### config.mk
export PLATFORM = sky130hd
export DESIGN_NAME = axi_rd_arbiter
export DESIGN_NICKNAME = d
export VERILOG_FILES = /design/src/rtl/axi_arb_pkg.sv /design/src/rtl/rr_arb2.sv /design/src/rtl/axi_rd_arbiter.sv
export SDC_FILE = /design/constraint.sdc
export NUM_CORES = 1
export LEC_CHECK = 0
export CORE_MARGIN = 10
export CORE_UTILIZATION = 30
export CTS_BUF_LIST = sky130_fd_sc_hd__clkbuf_16
export DETAILED_ROUTE_END_ITERATION = 6
export GPL_TIMING_DRIVEN = 0
export PLACE_DENSITY_LB_ADDON = 0.12
export SETUP_SLACK_MARGIN = 0.5
export SKIP_CTS_REPAIR_TIMING = 1
export SYNTH_ARGS = -nofsm -noshare
export SYNTH_HDL_FRONTEND = slang
export SYNTH_HIERARCHICAL = 1
export SYNTH_SLANG_ARGS = --single-unit
### constraint.sdc
create_clock -name clk -period 2.92 [get_ports clk]
set_input_delay 0.584 -clock clk [delete_from_list [all_inputs] [get_ports clk]]
set_output_delay 0.584 -clock clk [all_outputs]
set_load 0.005 [all_outputs]
### src/rtl/axi_arb_pkg.sv
// Shared types and constants for the two-requester AXI read arbiter.
package axi_arb_pkg;

  localparam int unsigned IdW    = 4;
  localparam int unsigned AddrW  = 32;
  localparam int unsigned LenW   = 8;
  localparam int unsigned SizeW  = 3;
  localparam int unsigned BurstW = 2;
  localparam int unsigned DataW  = 32;
  localparam int unsigned RespW  = 2;

  typedef enum logic [1:0] {
    StIdle = 2'd0,
    StAddr = 2'd1,
    StData = 2'd2
  } state_e;

  // One-hot owner encoding, {m1, m0}
  localparam logic [1:0] GntNone = 2'b00;
  localparam logic [1:0] GntM0   = 2'b01;
  localparam logic [1:0] GntM1   = 2'b10;

endpackage

### src/rtl/rr_arb2.sv
// Two-way arbiter: tie-break between m0/m1 and the last-grant pointer.
module rr_arb2
  import axi_arb_pkg::*;
#(
  parameter bit FIXED_PRIO = 1'b0
) (
  input  logic       clk,
  input  logic       rst,
  input  logic [1:0] req_i,
  input  logic       update_i,
  input  logic [1:0] owner_i,
  output logic [1:0] gnt_o
);

  logic [1:0] last_q, last_d;

  // Pointer moves to the finishing owner; reset leaves m1 as last so m0 wins the first tie
  always_comb begin
    last_d = last_q;
    if (update_i) begin
      last_d = owner_i;
    end
  end

  // Pointer register
  always_ff @(posedge clk) begin
    if (rst) begin
      last_q <= GntM1;
    end else begin
      last_q <= last_d;
    end
  end

  // Grant selection: single requester wins outright, ties by mode
  always_comb begin
    gnt_o = GntNone;
    unique case (req_i)
      2'b01:   gnt_o = GntM0;
      2'b10:   gnt_o = GntM1;
      2'b11:   gnt_o = (FIXED_PRIO || (last_q == GntM1)) ? GntM0 : GntM1;
      default: gnt_o = GntNone;
    endcase
  end

endmodule

### src/rtl/axi_rd_arbiter.sv
// Arbitrates two AXI read requesters onto one AR/R port, one burst at a time.
module axi_rd_arbiter
  import axi_arb_pkg::*;
#(
  parameter bit FIXED_PRIO = 1'b0
) (
  input  logic              clk,
  input  logic              rst,
  input  logic [IdW-1:0]    m0_arid,
  input  logic [AddrW-1:0]  m0_araddr,
  input  logic [LenW-1:0]   m0_arlen,
  input  logic [SizeW-1:0]  m0_arsize,
  input  logic [BurstW-1:0] m0_arburst,
  input  logic              m0_arvalid,
  output logic              m0_arready,
  output logic [IdW-1:0]    m0_rid,
  output logic [DataW-1:0]  m0_rdata,
  output logic [RespW-1:0]  m0_rresp,
  output logic              m0_rlast,
  output logic              m0_rvalid,
  input  logic              m0_rready,
  input  logic [IdW-1:0]    m1_arid,
  input  logic [AddrW-1:0]  m1_araddr,
  input  logic [LenW-1:0]   m1_arlen,
  input  logic [SizeW-1:0]  m1_arsize,
  input  logic [BurstW-1:0] m1_arburst,
  input  logic              m1_arvalid,
  output logic              m1_arready,
  output logic [IdW-1:0]    m1_rid,
  output logic [DataW-1:0]  m1_rdata,
  output logic [RespW-1:0]  m1_rresp,
  output logic              m1_rlast,
  output logic              m1_rvalid,
  input  logic              m1_rready,
  output logic [IdW-1:0]    s_arid,
  output logic [AddrW-1:0]  s_araddr,
  output logic [LenW-1:0]   s_arlen,
  output logic [SizeW-1:0]  s_arsize,
  output logic [BurstW-1:0] s_arburst,
  output logic              s_arvalid,
  input  logic              s_arready,
  input  logic [IdW-1:0]    s_rid,
  input  logic [DataW-1:0]  s_rdata,
  input  logic [RespW-1:0]  s_rresp,
  input  logic              s_rlast,
  input  logic              s_rvalid,
  output logic              s_rready,
  output logic              busy,
  output logic [1:0]        grant,
  output logic              len_err
);

  state_e          state_q, state_d;
  logic [1:0]      owner_q, owner_d;
  logic [LenW-1:0] beat_cnt_q, beat_cnt_d;
  logic [LenW-1:0] exp_len_q, exp_len_d;
  logic            len_err_q, len_err_d;
  logic [1:0]      arb_gnt;
  logic            rr_update;
  logic            sel1;

  assign sel1 = owner_q[1];

  rr_arb2 #(
    .FIXED_PRIO (FIXED_PRIO)
  ) u_rr_arb2 (
    .clk      (clk),
    .rst      (rst),
    .req_i    ({m1_arvalid, m0_arvalid}),
    .update_i (rr_update),
    .owner_i  (owner_q),
    .gnt_o    (arb_gnt)
  );

  // State and burst-tracking registers
  always_ff @(posedge clk) begin
    if (rst) begin
      state_q    <= StIdle;
      owner_q    <= GntNone;
      beat_cnt_q <= '0;
      exp_len_q  <= '0;
      len_err_q  <= 1'b0;
    end else begin
      state_q    <= state_d;
      owner_q    <= owner_d;
      beat_cnt_q <= beat_cnt_d;
      exp_len_q  <= exp_len_d;
      len_err_q  <= len_err_d;
    end
  end

  // Next state: grant in IDLE, AR handshake in ADDR, beat counting in DATA
  always_comb begin
    state_d    = state_q;
    owner_d    = owner_q;
    beat_cnt_d = beat_cnt_q;
    exp_len_d  = exp_len_q;
    len_err_d  = 1'b0;
    rr_update  = 1'b0;
    unique case (state_q)
      StIdle: begin
        if (m0_arvalid || m1_arvalid) begin
          owner_d = arb_gnt;
          state_d = StAddr;
        end
      end
      StAddr: begin
        if (s_arvalid && s_arready) begin
          beat_cnt_d = '0;
          exp_len_d  = s_arlen;
          state_d    = StData;
        end
      end
      StData: begin
        if (s_rvalid && s_rready) begin
          beat_cnt_d = beat_cnt_q + 8'd1;
          // Early rlast or missing rlast on the final expected beat; flow is unaffected
          len_err_d  = s_rlast ? (beat_cnt_q != exp_len_q) : (beat_cnt_q == exp_len_q);
          if (s_rlast) begin
            state_d   = StIdle;
            rr_update = 1'b1;
          end
        end
      end
      default: state_d = StIdle;
    endcase
  end

  // Outputs: AR mux only in ADDR, R demux only in DATA, everything else zero
  always_comb begin
    busy       = (state_q != StIdle);
    grant      = (state_q != StIdle) ? owner_q : GntNone;
    len_err    = len_err_q;
    s_arid     = '0;
    s_araddr   = '0;
    s_arlen    = '0;
    s_arsize   = '0;
    s_arburst  = '0;
    s_arvalid  = 1'b0;
    m0_arready = 1'b0;
    m1_arready = 1'b0;
    s_rready   = 1'b0;
    m0_rid     = '0;
    m0_rdata   = '0;
    m0_rresp   = '0;
    m0_rlast   = 1'b0;
    m0_rvalid  = 1'b0;
    m1_rid     = '0;
    m1_rdata   = '0;
    m1_rresp   = '0;
    m1_rlast   = 1'b0;
    m1_rvalid  = 1'b0;
    if (state_q == StAddr) begin
      s_arid     = sel1 ? m1_arid    : m0_arid;
      s_araddr   = sel1 ? m1_araddr  : m0_araddr;
      s_arlen    = sel1 ? m1_arlen   : m0_arlen;
      s_arsize   = sel1 ? m1_arsize  : m0_arsize;
      s_arburst  = sel1 ? m1_arburst : m0_arburst;
      s_arvalid  = sel1 ? m1_arvalid : m0_arvalid;
      m0_arready = !sel1 && s_arready;
      m1_arready = sel1 && s_arready;
    end
    if (state_q == StData) begin
      s_rready = sel1 ? m1_rready : m0_rready;
      if (sel1) begin
        m1_rid    = s_rid;
        m1_rdata  = s_rdata;
        m1_rresp  = s_rresp;
        m1_rlast  = s_rlast;
        m1_rvalid = s_rvalid;
      end else begin
        m0_rid    = s_rid;
        m0_rdata  = s_rdata;
        m0_rresp  = s_rresp;
        m0_rlast  = s_rlast;
        m0_rvalid = s_rvalid;
      end
    end
  end

endmodule

Word-level counts from Yosys, hierarchy flattened:

Cells that the tools add are included.

* flip-flop bits (word level): 23
* input port bits: 145
* output and inout bits: 137
* word-level logic and storage cells: 86

* add/sub/neg operators: 1
* eq/ne operators: 12
* mux-type cells: 51
* bitwise logic cells: 2
* reductions and logical operators: 14

Operators with widths (count)
* 32-bit 2-to-1 mux: 6
* 8-bit 2-to-1 mux: 4
* 2-bit 2-to-1 mux: 12
* 4-bit 2-to-1 mux: 6
* 1-bit 2-to-1 mux: 18
* 8-bit case mux with 2 select lines: 1
* 2-bit case mux with 3 select lines: 2
* 8-bit by 1-bit adder with 8-bit output (second input constant): 1
* 2-bit equality test (second input constant): 4
* 8-bit equality test: 1
* 2-bit inequality test (second input constant): 4
* 8-bit inequality test: 1
* 3-bit 2-to-1 mux: 2
* 2-bit by 1-bit equality test with 1-bit output (second input constant): 2
* 1-bit logical AND: 4
* 2-bit AND reduction: 2
* 4-bit AND reduction: 1
* 2-bit nonzero test: 2
* 3-bit AND reduction: 1
* 3-bit OR reduction: 1
* 2-bit logical NOT: 1
* 1-bit inverter: 2
* 1-bit logical NOT: 1
* 1-bit logical OR: 1

Longest topological paths before layout:

Gate-level depths: netlist of run 1.

* word-level depth: 5
* gate-level depth with buffers: 7
* depth with buffers taken out: 5

Modules after synthesis:

The synthesis of run 1 kept the hierarchy.

By module, submodules not included
* axi_rd_arbiter: instances 1, cells each 337, area an instance 2359.8 µm²
* rr_arb2: instances 1, cells each 10, area an instance 91.3 µm²

Worst setup path before layout of run 1:

OpenSTA, ideal clock, no wires.

* kind: flip-flop to output port
* from: reg owner_q[1]
* to: out s_araddr[10]
* arrival time: 1.302 ns
* setup slack: 1.034 ns
* stages on the path, launching flop included: 6
* cell sequence: dfxtp_1 -> buf_4 -> clkbuf_1 -> buf_2 -> mux2i_1 -> nor2_1

* word-level cells in the longest chain between the ends: 2

RTL lines
* start: declaration: line axi_rd_arbiter.sv:54 `logic [1:0] owner_q, owner_d;`
* start signal: assignment: line axi_rd_arbiter.sv:79 `owner_q <= GntNone;`
* start signal: assignment: line axi_rd_arbiter.sv:85 `owner_q <= owner_d;`
* 32-bit 2-to-1 mux: line axi_rd_arbiter.sv:155 `s_araddr = sel1 ? m1_araddr : m0_araddr;`
* 32-bit 2-to-1 mux: line axi_rd_arbiter.sv:153 `if (state_q == StAddr) begin`
* end: declaration: line axi_rd_arbiter.sv:36 `output logic [AddrW-1:0] s_araddr,`

Every way passes these cells.

Final worst setup path of run 1:

* from: reg state_q[1]
* to: out s_arsize[1]

* word-level cells in the longest chain between the ends: 2

RTL lines
* start: declaration: line axi_rd_arbiter.sv:53 `state_e state_q, state_d;`
* start signal: assignment: line axi_rd_arbiter.sv:78 `state_q <= StIdle;`
* start signal: assignment: line axi_rd_arbiter.sv:84 `state_q <= state_d;`
* 2-bit by 1-bit equality test with 1-bit output: line axi_rd_arbiter.sv:153
* 3-bit 2-to-1 mux: line axi_rd_arbiter.sv:153
* end: declaration: line axi_rd_arbiter.sv:38 `output logic [SizeW-1:0] s_arsize,`

Every way passes these cells.

==> results of run 1 <==
==> worst max-delay path, cell delays in order, from the launching register on <==
cell and delay, ps:
dfxtp_4 370, nand2b_4 180, buf_4 180, buf_4 170, nor2_1 110, clkdlybuf4s50_1 570
==> through the flow <==
| stage | TNS (ps) | instances | setup WS (ps) | hold slack, ps |
|---|---|---|---|---|
| after CTS | -4294 | 734 | -163.7 | 474.7 |
| after floorplan | 0 | 347 | 1034 | 436.7 |
| after detailed placement | 0 | 730 | 127.1 | 460.2 |
| final | 0 | 743 | 490.6 | 488.6 |
| after global placement | 0 | 730 | 122.3 | 449.6 |
| after global routing | 0 | 743 | 410.2 | 496.0 |
==> layout by cell type, fill, tap and decap left out, types with 3 or more instances in the layout <==
cell type	instances
inv_1	7
a21oi_1	12
buf_8	4
clkbuf_1	4
clkbuf_16	3
clkbuf_4	4
nand3b_1	3
nand2_1	11
mux2i_1	52
dlymetal6s2s_1	68
clkdlybuf4s50_1	213
dfxtp_1	20
nor2_1	66
o21ai_0	12
nor3_1	3
nor2b_1	3
and3_1	79
buf_4	18
nand3_1	3
buf_6	9
xnor2_1	8
==> sequential cells by signal, summed over array words and instances, names as in the netlist <==
register / cells
beat_cnt_q: 8
exp_len_q: 8
owner_q: 2
state_q: 2
u_rr_arb2/last_q: 2
len_err: 1
==> report_power, final <==
part | internal, mW | switching, mW
clock | 0.186 | 0.122
combinational | 0.413 | 0.245
sequential | 0.320 | 0.00868
==> routing by layer <==
| metal | wire, um | track usage (%) | up-vias |
|---|---|---|---|
| li1 | - | - | 1806 |
| met1 | 5379 | 21.90 | 1734 |
| met2 | 8210 | 44.49 | 209 |
| met3 | 1719 | 9.576 | 18 |
| met4 | 265 | 4.679 | 0 |
| met5 | 0 | 0 | - |
==> path summary, 6_finish.rpt <==
kind	start	endpoint	slack [ps]	cells after the start
max	state_q[1]$_SDFFE_PP0P_	s_arsize[1]	490	5
min	owner_q[1]$_SDFFE_PP0P_	u_rr_arb2/last_q[1]$_SDFFE_PP1P_	490	1
max reg2reg	owner_q[1]$_SDFFE_PP0P_	beat_cnt_q[6]$_SDFFE_PP0P_	1070	6
min reg2reg	owner_q[1]$_SDFFE_PP0P_	u_rr_arb2/last_q[1]$_SDFFE_PP1P_	490	1
==> layout make-up <==
class                   count  area (um2)
plain buffers              35       329.1
inverters                   8       33.78
clock buffers               3       75.07
well taps                 102       127.6
fillers                   613        1906
multi-input cells         281        1852
clock inverters             1       7.507
repair buffers            290        3050
flip-flops and latches     23       466.7
==> logic make-up after synthesis <==
kind of cell / after synthesis / share of synthesized area (%)
AO/OA/AOI/OAI: 40 / 11.03
XOR/XNOR: 8 / 2.859
adder cells (fa/ha/maj): 1 / 0.5104
buffers and inverters: 43 / 7.045
flip-flops: 23 / 18.79
multiplexers: 55 / 22.51
AND/OR/NAND/NOR: 177 / 37.26
==> impl_metrics.env, run 1 <==
export IMPL_cts_buffers=3
export IMPL_total_power_mw=1.295
export IMPL_vdd_drop_max_v=0.0002075
export IMPL_synth_common_cells="79 x and3_1, 67 x nor2_1, 54 x mux2i_1, 28 x clkbuf_1, 23 x dfxtp_1"
export IMPL_rsz0062_at_grt="yes"
export IMPL_synth_edf_count=0
export IMPL_wl_per_cell_um=20.96
export IMPL_critical_path_startpoint_type="register"
export IMPL_clk_path_buf_depth=2
export IMPL_p_leak_nw=3.543
export IMPL_max_freq_ghz=0.4116
export IMPL_antenna_found_initial=0
export IMPL_portBuffers=281
export IMPL_die_h_um=110.4
export IMPL_pin_count=282
export IMPL_cp_arrival_ps=1850
export IMPL_yosys_area_top_type="mux2i_1"
export IMPL_synthMostInstantiatedCell="and3_1"
export IMPL_fin_area_mm2=0.005942
export IMPL_drv_cap=0
export IMPL_grt_pass1_vias=3768
export IMPL_synthArstFlopShare_pct=0
export IMPL_outcome="finished clean"
export IMPL_period_minus_slack_ps=2429
export IMPL_endpoint_kind="primary output"
export IMPL_place_area_mm2=0.005391
export IMPL_clkLatencyLatePin_ps=260
export IMPL_cts_sinks=23
export IMPL_track_usage_pct=22.91
export IMPL_worst_slew_pin_slew_ps=648.2
export IMPL_final_max_slew_viol_count=0
export IMPL_grt_pass1_wl_um=21750
export IMPL_die_w_um=110.4
export IMPL_yosysSeqAreaShare_pct=18.79
export IMPL_synth_top_cells_by_area="mux2i_1 22%, and3_1 20%, dfxtp_1 19%, nor2_1 10%, clkbuf_1 4.3%"
export IMPL_first_pass_iters=4
export IMPL_die_area_mm2=0.01219
export IMPL_synth_flop_cell="dfxtp_1"
export IMPL_syn_area_mm2=0.002451
export IMPL_grt_max_degree=15
export IMPL_post_route_util_pct=75.72
export IMPL_via_per_inst=5.070
export IMPL_nNetsFinal=788
export IMPL_drive_gt1_share_pct=8.892
export IMPL_ant_nets=0
export IMPL_htreeDepth=1
export IMPL_max_slew_margin_pct=56.79
export IMPL_finalSetupViolCount=0
export IMPL_rows=32
export IMPL_cp_max_fo=10
export IMPL_synth_nets=493
export IMPL_drt_iter0_markers=121
export IMPL_yosys_area_top_type_share_pct=22.05
export IMPL_synthToLayoutAreaGrowth_pct=142.4
export IMPL_diodes=0
export IMPL_cp_required_ps=2340
export IMPL_initial_core_util_pct=31.23
export IMPL_routed_wirelength_um=15570
export IMPL_hold_class="register to register"
export IMPL_overflow=0
export IMPL_vias=3767
export IMPL_core_mm2=0.007848
export IMPL_ys_seq_elements=23
export IMPL_syn_inst=347
export IMPL_cts_tree="done"
export IMPL_synth_distinct_cells=35
export IMPL_hold_viol=0
export IMPL_skew_ps=1.666
export IMPL_syn_avg_cell_area_um2=7.064
export IMPL_clk_pin_slew_ps=60
export IMPL_drc_errors=0
export IMPL_gp_congestion=0.9115
export IMPL_critPathKind="register to primary output"
export IMPL_fin_crit_sh_pct=83.20
export IMPL_hpwl_um=13230
export IMPL_cts_root_buf="clkbuf_16"
export IMPL_p_per_area_mw_per_mm2=218.0
export IMPL_yosysWarnings=6
No activity file was read; power rests on OpenSTA's default activity.
==> run 2: changes to the inputs <==
--- a/config.mk
+++ b/config.mk
@@ -6,7 +6,7 @@
 export NUM_CORES = 1
 export LEC_CHECK = 0
 export CORE_MARGIN = 10
-export CORE_UTILIZATION = 30
+export CORE_UTILIZATION = 28
 export CTS_BUF_LIST = sky130_fd_sc_hd__clkbuf_16
 export DETAILED_ROUTE_END_ITERATION = 6
 export GPL_TIMING_DRIVEN = 0
==> constraint.sdc (replaced) <==
create_clock -name clk -period 2.3 [get_ports clk]
set_input_delay 0.46 -clock clk [delete_from_list [all_inputs] [get_ports clk]]
set_output_delay 0.46 -clock clk [all_outputs]
set_load 0.005 [all_outputs]
==> impl_metrics.env, run 2 (synthesized netlist as in run 1, its figures left out) <==
export IMPL_ant_nets=0
export IMPL_rrSetupSlack_ps=510
export IMPL_max_slew_margin_pct=63.24
export IMPL_core_mm2=0.008636
export IMPL_grt_use_met1_pct=19.61
export IMPL_rsz0062_at_grt="yes"
export IMPL_cts_sinks=23
export IMPL_cts_root_buf="clkbuf_16"
export IMPL_place_area_mm2=0.005399
export IMPL_cp_required_ps=1840
export IMPL_post_route_util_pct=78.92
export IMPL_clock_power_share_pct=21.3
export IMPL_final_common_cell="clkdlybuf4s50_1"
export IMPL_first_pass_iters=6
export IMPL_clk_path_buf_depth=2
export IMPL_fin_crit_sh_pct=92.65
export IMPL_endpoint_kind="primary output"
export IMPL_via_per_inst=5.172
export IMPL_synthToLayoutAreaGrowth_pct=178.1
export IMPL_worst_slew_pin_slew_ps=551.4
export IMPL_drt_iter0_markers=150
export IMPL_hold_class="register to register"
export IMPL_max_freq_ghz=0.4693
export IMPL_track_usage_pct=21.35
export IMPL_top_usage_layer="met2"
export IMPL_gp_congestion=0.8007
export IMPL_clk_pin_slew_ps=60
export IMPL_antenna_found_initial=3
export IMPL_critical_path_startpoint_type="register"
export IMPL_fill_cells=581
export IMPL_wl_per_cell_um=22.09
export IMPL_intPower_mw=1.263
export IMPL_fin_area_mm2=0.006815
export IMPL_cts_tree="done"
export IMPL_final_max_slew_viol_count=0
export IMPL_fin_ws_ps=169.1
export IMPL_overflow=0
export IMPL_gr_usage_met3_pct=10.66
export IMPL_nNetsFinal=842
export IMPL_hpwl_um=13150
export IMPL_p_per_area_mw_per_mm2=265.1
export IMPL_top_regs="beat_cnt_q (8), exp_len_q (8)"
export IMPL_outcome="finished clean"
export IMPL_cp_arrival_ps=1670
export IMPL_layout_common_cells="140 x clkdlybuf4s50_1, 115 x buf_6, 65 x and3_4"
export IMPL_power_switching_uw=544.2
export IMPL_grt_max_degree=15
export IMPL_routed_wirelength_um=17800
export IMPL_grt_pass1_wl_um=22190
export IMPL_fin_cells=806
export IMPL_seqPwrFrac_pct=23.1
export IMPL_htreeDepth=1
export IMPL_rows=34
export IMPL_vdd_drop_max_v=0.0002818
export IMPL_pre_cts_ws_ps=-335.9
export IMPL_initial_core_util_pct=28.38
export IMPL_swShare_pct=30.11
export IMPL_grt_pass1_vias=3862
export IMPL_finalSetupViolCount=0
export IMPL_hold_viol=0
export IMPL_drv_cap=0
export IMPL_p_leak_nw=3.180
export IMPL_total_power_mw=1.807
export IMPL_die_area_mm2=0.01290
export IMPL_clkLatencyLatePin_ps=260
export IMPL_critPathKind="register to primary output"
export IMPL_worst_hold_slack_ps=471.9
export IMPL_cp_max_fo=6
export IMPL_skew_ps=3.617
export IMPL_dp_cells=736
export IMPL_pwr_share_comb_pct=55.6
export IMPL_die_w_um=113.6
export IMPL_period_minus_slack_ps=2131
export IMPL_finalSetupTns_ps=0
export IMPL_pin_count=282
export IMPL_die_h_um=113.6
export IMPL_drc_errors=0
export IMPL_vias=4169
export IMPL_grt_use_met2_pct=41.01
export IMPL_cts_buffers=3
export IMPL_drive_gt1_share_pct=44.60
export IMPL_portBuffers=281
-- run 2: path summary, 6_finish.rpt --
check / to / start / cells past startpoint
worst min-delay path: u_rr_arb2/last_q[1]$_SDFFE_PP1P_ / owner_q[1]$_SDFFE_PP0P_ / 1
worst max register to register: beat_cnt_q[4]$_SDFFE_PP0P_ / owner_q[1]$_SDFFE_PP0P_ / 7
worst min register to register: u_rr_arb2/last_q[1]$_SDFFE_PP1P_ / owner_q[1]$_SDFFE_PP0P_ / 1
worst max-delay path: m1_rid[1] / state_q[1]$_SDFFE_PP0P_ / 7
-- run 2: final cells by class --
| type | count | area [um2] | share of cell area, % |
|---|---|---|---|
| Sequential cell | 23 | 469.2 | 6.885 |
| Clock buffer | 3 | 75.07 | 1.102 |
| Inverter | 8 | 33.78 | 0.4957 |
| Buffer | 35 | 406.6 | 5.967 |
| Antenna cell | 3 | 7.507 | 0.1102 |
| Timing Repair Buffer | 344 | 3436 | 50.41 |
| Tap cell | 108 | 135.1 | 1.983 |
| Multi-Input combinational cell | 281 | 2245 | 32.94 |
| Clock inverter | 1 | 7.507 | 0.1102 |
-- run 2: metal layers --
metal  routed length (um)  vias to the layer above
met5                    0                        -
met4                  377                        0
met3                 1869                       26
met2                 9660                      255
met1                 5893                     1962
li1                     -                     1926
-- run 2: power groups by stage --
stage                     clock network, mW  registers, mW  logic, mW
after floorplan                           0          0.421      0.255
after global placement                    0          0.423      0.772
after detailed placement                  0          0.423      0.786
after CTS                             0.388          0.414      0.790
after global routing                  0.400          0.418       1.07
final                                 0.385          0.417       1.01
-- run 2: worst max-delay path, stage by stage, from the launching register on --
cell and delay (ps):
dfxtp_4 380, nor2b_4 180, buf_6 130, buf_6 120, buf_6 110, buf_6 110
and3_1 210, dlymetal6s2s_1 160
==> run 3: changes to the inputs <==
--- a/config.mk
+++ b/config.mk
@@ -5,10 +5,11 @@
 export SDC_FILE = /design/constraint.sdc
 export NUM_CORES = 1
 export LEC_CHECK = 0
-export CORE_MARGIN = 10
-export CORE_UTILIZATION = 28
+export CORE_AREA = 10 10 102 104
 export CTS_BUF_LIST = sky130_fd_sc_hd__clkbuf_16
 export DETAILED_ROUTE_END_ITERATION = 6
+export DIE_AREA = 0 0 112 114
+export DONT_BUFFER_PORTS = 1
 export GPL_TIMING_DRIVEN = 0
 export PLACE_DENSITY_LB_ADDON = 0.12
 export SETUP_SLACK_MARGIN = 0.5
==> impl_metrics.env, run 3 (synthesized netlist as in run 1, its figures left out) <==
export IMPL_total_power_mw=1.342
export IMPL_critical_path_startpoint_type="register"
export IMPL_max_slew_margin_pct=51.15
export IMPL_clk_pin_slew_ps=60
export IMPL_grt_pass1_wl_um=17730
export IMPL_via_per_inst=5.735
export IMPL_timing_rr_start="owner_q[1]$_SDFFE_PP0P_"
export IMPL_swShare_pct=33.77
export IMPL_initial_core_util_pct=28.95
export IMPL_critPathKind="register to primary output"
export IMPL_fin_crit_sh_pct=80.93
export IMPL_wl_per_cell_um=27.43
export IMPL_rr_endpoint="beat_cnt_q[6]$_SDFFE_PP0P_"
export IMPL_drive_gt1_share_pct=45.88
export IMPL_whs_path_depth=1
export IMPL_finalSetupViolCount=0
export IMPL_cts_buffers=3
export IMPL_rrSetupSlack_ps=500
export IMPL_cp_required_ps=1840
export IMPL_synthToLayoutAreaGrowth_pct=46.96
export IMPL_routed_wirelength_um=12950
export IMPL_crit_family="buffers and inverters"
export IMPL_antenna_found_initial=0
export IMPL_die_h_um=114
export IMPL_cts_root_buf="clkbuf_16"
export IMPL_skew_ps=4.321
export IMPL_max_freq_ghz=0.5373
export IMPL_grt_pass1_vias=2731
export IMPL_pin_count=282
export IMPL_reg2reg_depth=6
export IMPL_top_regs="beat_cnt_q (8), exp_len_q (8)"
export IMPL_cp_arrival_ps=1400
export IMPL_final_common_cell="and3_4"
export IMPL_core_mm2=0.008466
export IMPL_grt_max_degree=14
export IMPL_drc_errors=0
export IMPL_vias=2707
export IMPL_pwr_share_comb_pct=41.0
export IMPL_final_max_slew_viol_count=0
export IMPL_htreeDepth=1
export IMPL_multi_input_area_mm2=0.002410
export IMPL_clock_power_share_pct=27.9
export IMPL_rsz0062_at_grt="yes"
export IMPL_worst_hold_slack_ps=269.0
export IMPL_clk_path_buf_depth=2
export IMPL_p_per_area_mw_per_mm2=372.6
export IMPL_overflow=0
export IMPL_nNetsFinal=511
export IMPL_regArea_um2=469.2
export IMPL_gr_usage_met3_pct=6.089
export IMPL_fill_cells=831
export IMPL_die_area_mm2=0.01277
export IMPL_die_w_um=112
export IMPL_path_cells="buf_6 -> buf_12 -> buf_12 -> mux2i_1 -> nor2_2"
export IMPL_crit_top_cell="buf_12"
export IMPL_power_switching_uw=453.2
export IMPL_gp_congestion=0.8755
export IMPL_cp_max_fo=10
export IMPL_hold_class="input port to register"
export IMPL_diodes=0
export IMPL_rows=34
export IMPL_slowest_stage="dfxtp_2"
export IMPL_grt_use_met1_pct=18.57
export IMPL_first_pass_iters=5
export IMPL_hpwl_um=10610
export IMPL_vdd_drop_max_v=0.0002848
export IMPL_grt_use_met2_pct=31.31
export IMPL_worst_slew_pin_slew_ps=732.7
export IMPL_hold_viol=0
export IMPL_hp_start="rst"
export IMPL_track_usage_pct=17.11
export IMPL_slowest_delay_ps=330
export IMPL_seqPwrFrac_pct=31.0
export IMPL_drt_iter0_markers=175
export IMPL_outcome="finished clean"
export IMPL_endpoint_kind="primary output"
export IMPL_ant_nets=0
export IMPL_cts_sinks=23
export IMPL_cp_num_buf_inv=3
export IMPL_clkLatencyLatePin_ps=260
export IMPL_cts_tree="done"
export IMPL_drv_cap=0
export IMPL_p_leak_nw=1.346
export IMPL_portBuffers=0
export IMPL_layout_common_cells="40 x and3_4, 39 x and3_1, 28 x mux2i_1, 28 x nor2_1, 27 x nor2_2"
export IMPL_period_minus_slack_ps=1861
export IMPL_intPower_uw=889.0
export IMPL_top_usage_layer="met2"
export IMPL_hold_end="u_rr_arb2/last_q[0]$_SDFFE_PP0P_"
==> run 3: layer usage <==
| metal | part of all wire (%) | vias up |
|---|---|---|
| li1 | - | 1259 |
| met1 | 36 | 1262 |
| met2 | 52 | 170 |
| met3 | 10 | 16 |
| met4 | 1.7 | 0 |
| met5 | 0 | - |
==> run 3: worst max-delay path by stage <==
stage | startpoint | to | slack [ps] | cells past startpoint
floorplan | owner_q[1]$_SDFFE_PP0P_ | s_araddr[10] | 540 | 5
global placement | owner_q[1]$_SDFFE_PP0P_ | s_araddr[24] | 60 | 5
detailed placement | owner_q[1]$_SDFFE_PP0P_ | s_araddr[24] | 10 | 5
CTS | owner_q[1]$_SDFFE_PP0P_ | s_araddr[24] | -270 | 5
global route | owner_q[1]$_SDFFE_PP0P_ | s_araddr[10] | 400 | 5
finish | owner_q[1]$_SDFFE_PP0P_ | s_araddr[10] | 440 | 5
==> run 3: cell type report <==
| class | instances | share of cell area, % |
|---|---|---|
| Clock inverter | 1 | 0.1389 |
| Clock buffer | 3 | 2.084 |
| Tap cell | 108 | 3.751 |
| Timing Repair Buffer | 12 | 3.369 |
| Buffer | 35 | 9.587 |
| Multi-Input combinational cell | 281 | 66.90 |
| Sequential cell | 23 | 13.03 |
| Inverter | 8 | 0.9378 |
| Timing Repair inverter | 1 | 0.2084 |
==> run 3: power by group through the flow <==
stage	logic [mW]	clock network, mW	registers (mW)
6_report	0.551	0.375	0.417
5_1_grt	0.591	0.403	0.417
4_1_cts	0.351	0.388	0.414
3_5_place_dp	0.351	0	0.423
3_3_place_gp	0.348	0	0.423
2_1_floorplan	0.255	0	0.421
==> run 3: worst reg2reg max path: cells and delay by family, from the launching register on <==
family | cells | cell delay, ps
buffers and inverters | 2 | 290
and+or+nand+nor | 2 | 630
muxes | 1 | 190
AOI/OAI and AO/OA | 1 | 270
DFF | 1 | 320
==> run 3: per-stage QoR <==
stage / setup TNS [ps] / instances / area [um2] / util [%] / worst slack [ps]
6_report: 0 / 472 / 3602 / 42.55 / 438.7
4_1_cts: -9305 / 459 / 2666 / 31.50 / -265.9
5_1_grt: 0 / 472 / 3602 / 42.55 / 399.6
3_3_place_gp: 0 / 455 / 2586 / 30.55 / 60.73
2_1_floorplan: 0 / 347 / 2451 / - / 538.3
3_5_place_dp: 0 / 455 / 2586 / 30.55 / 13.13
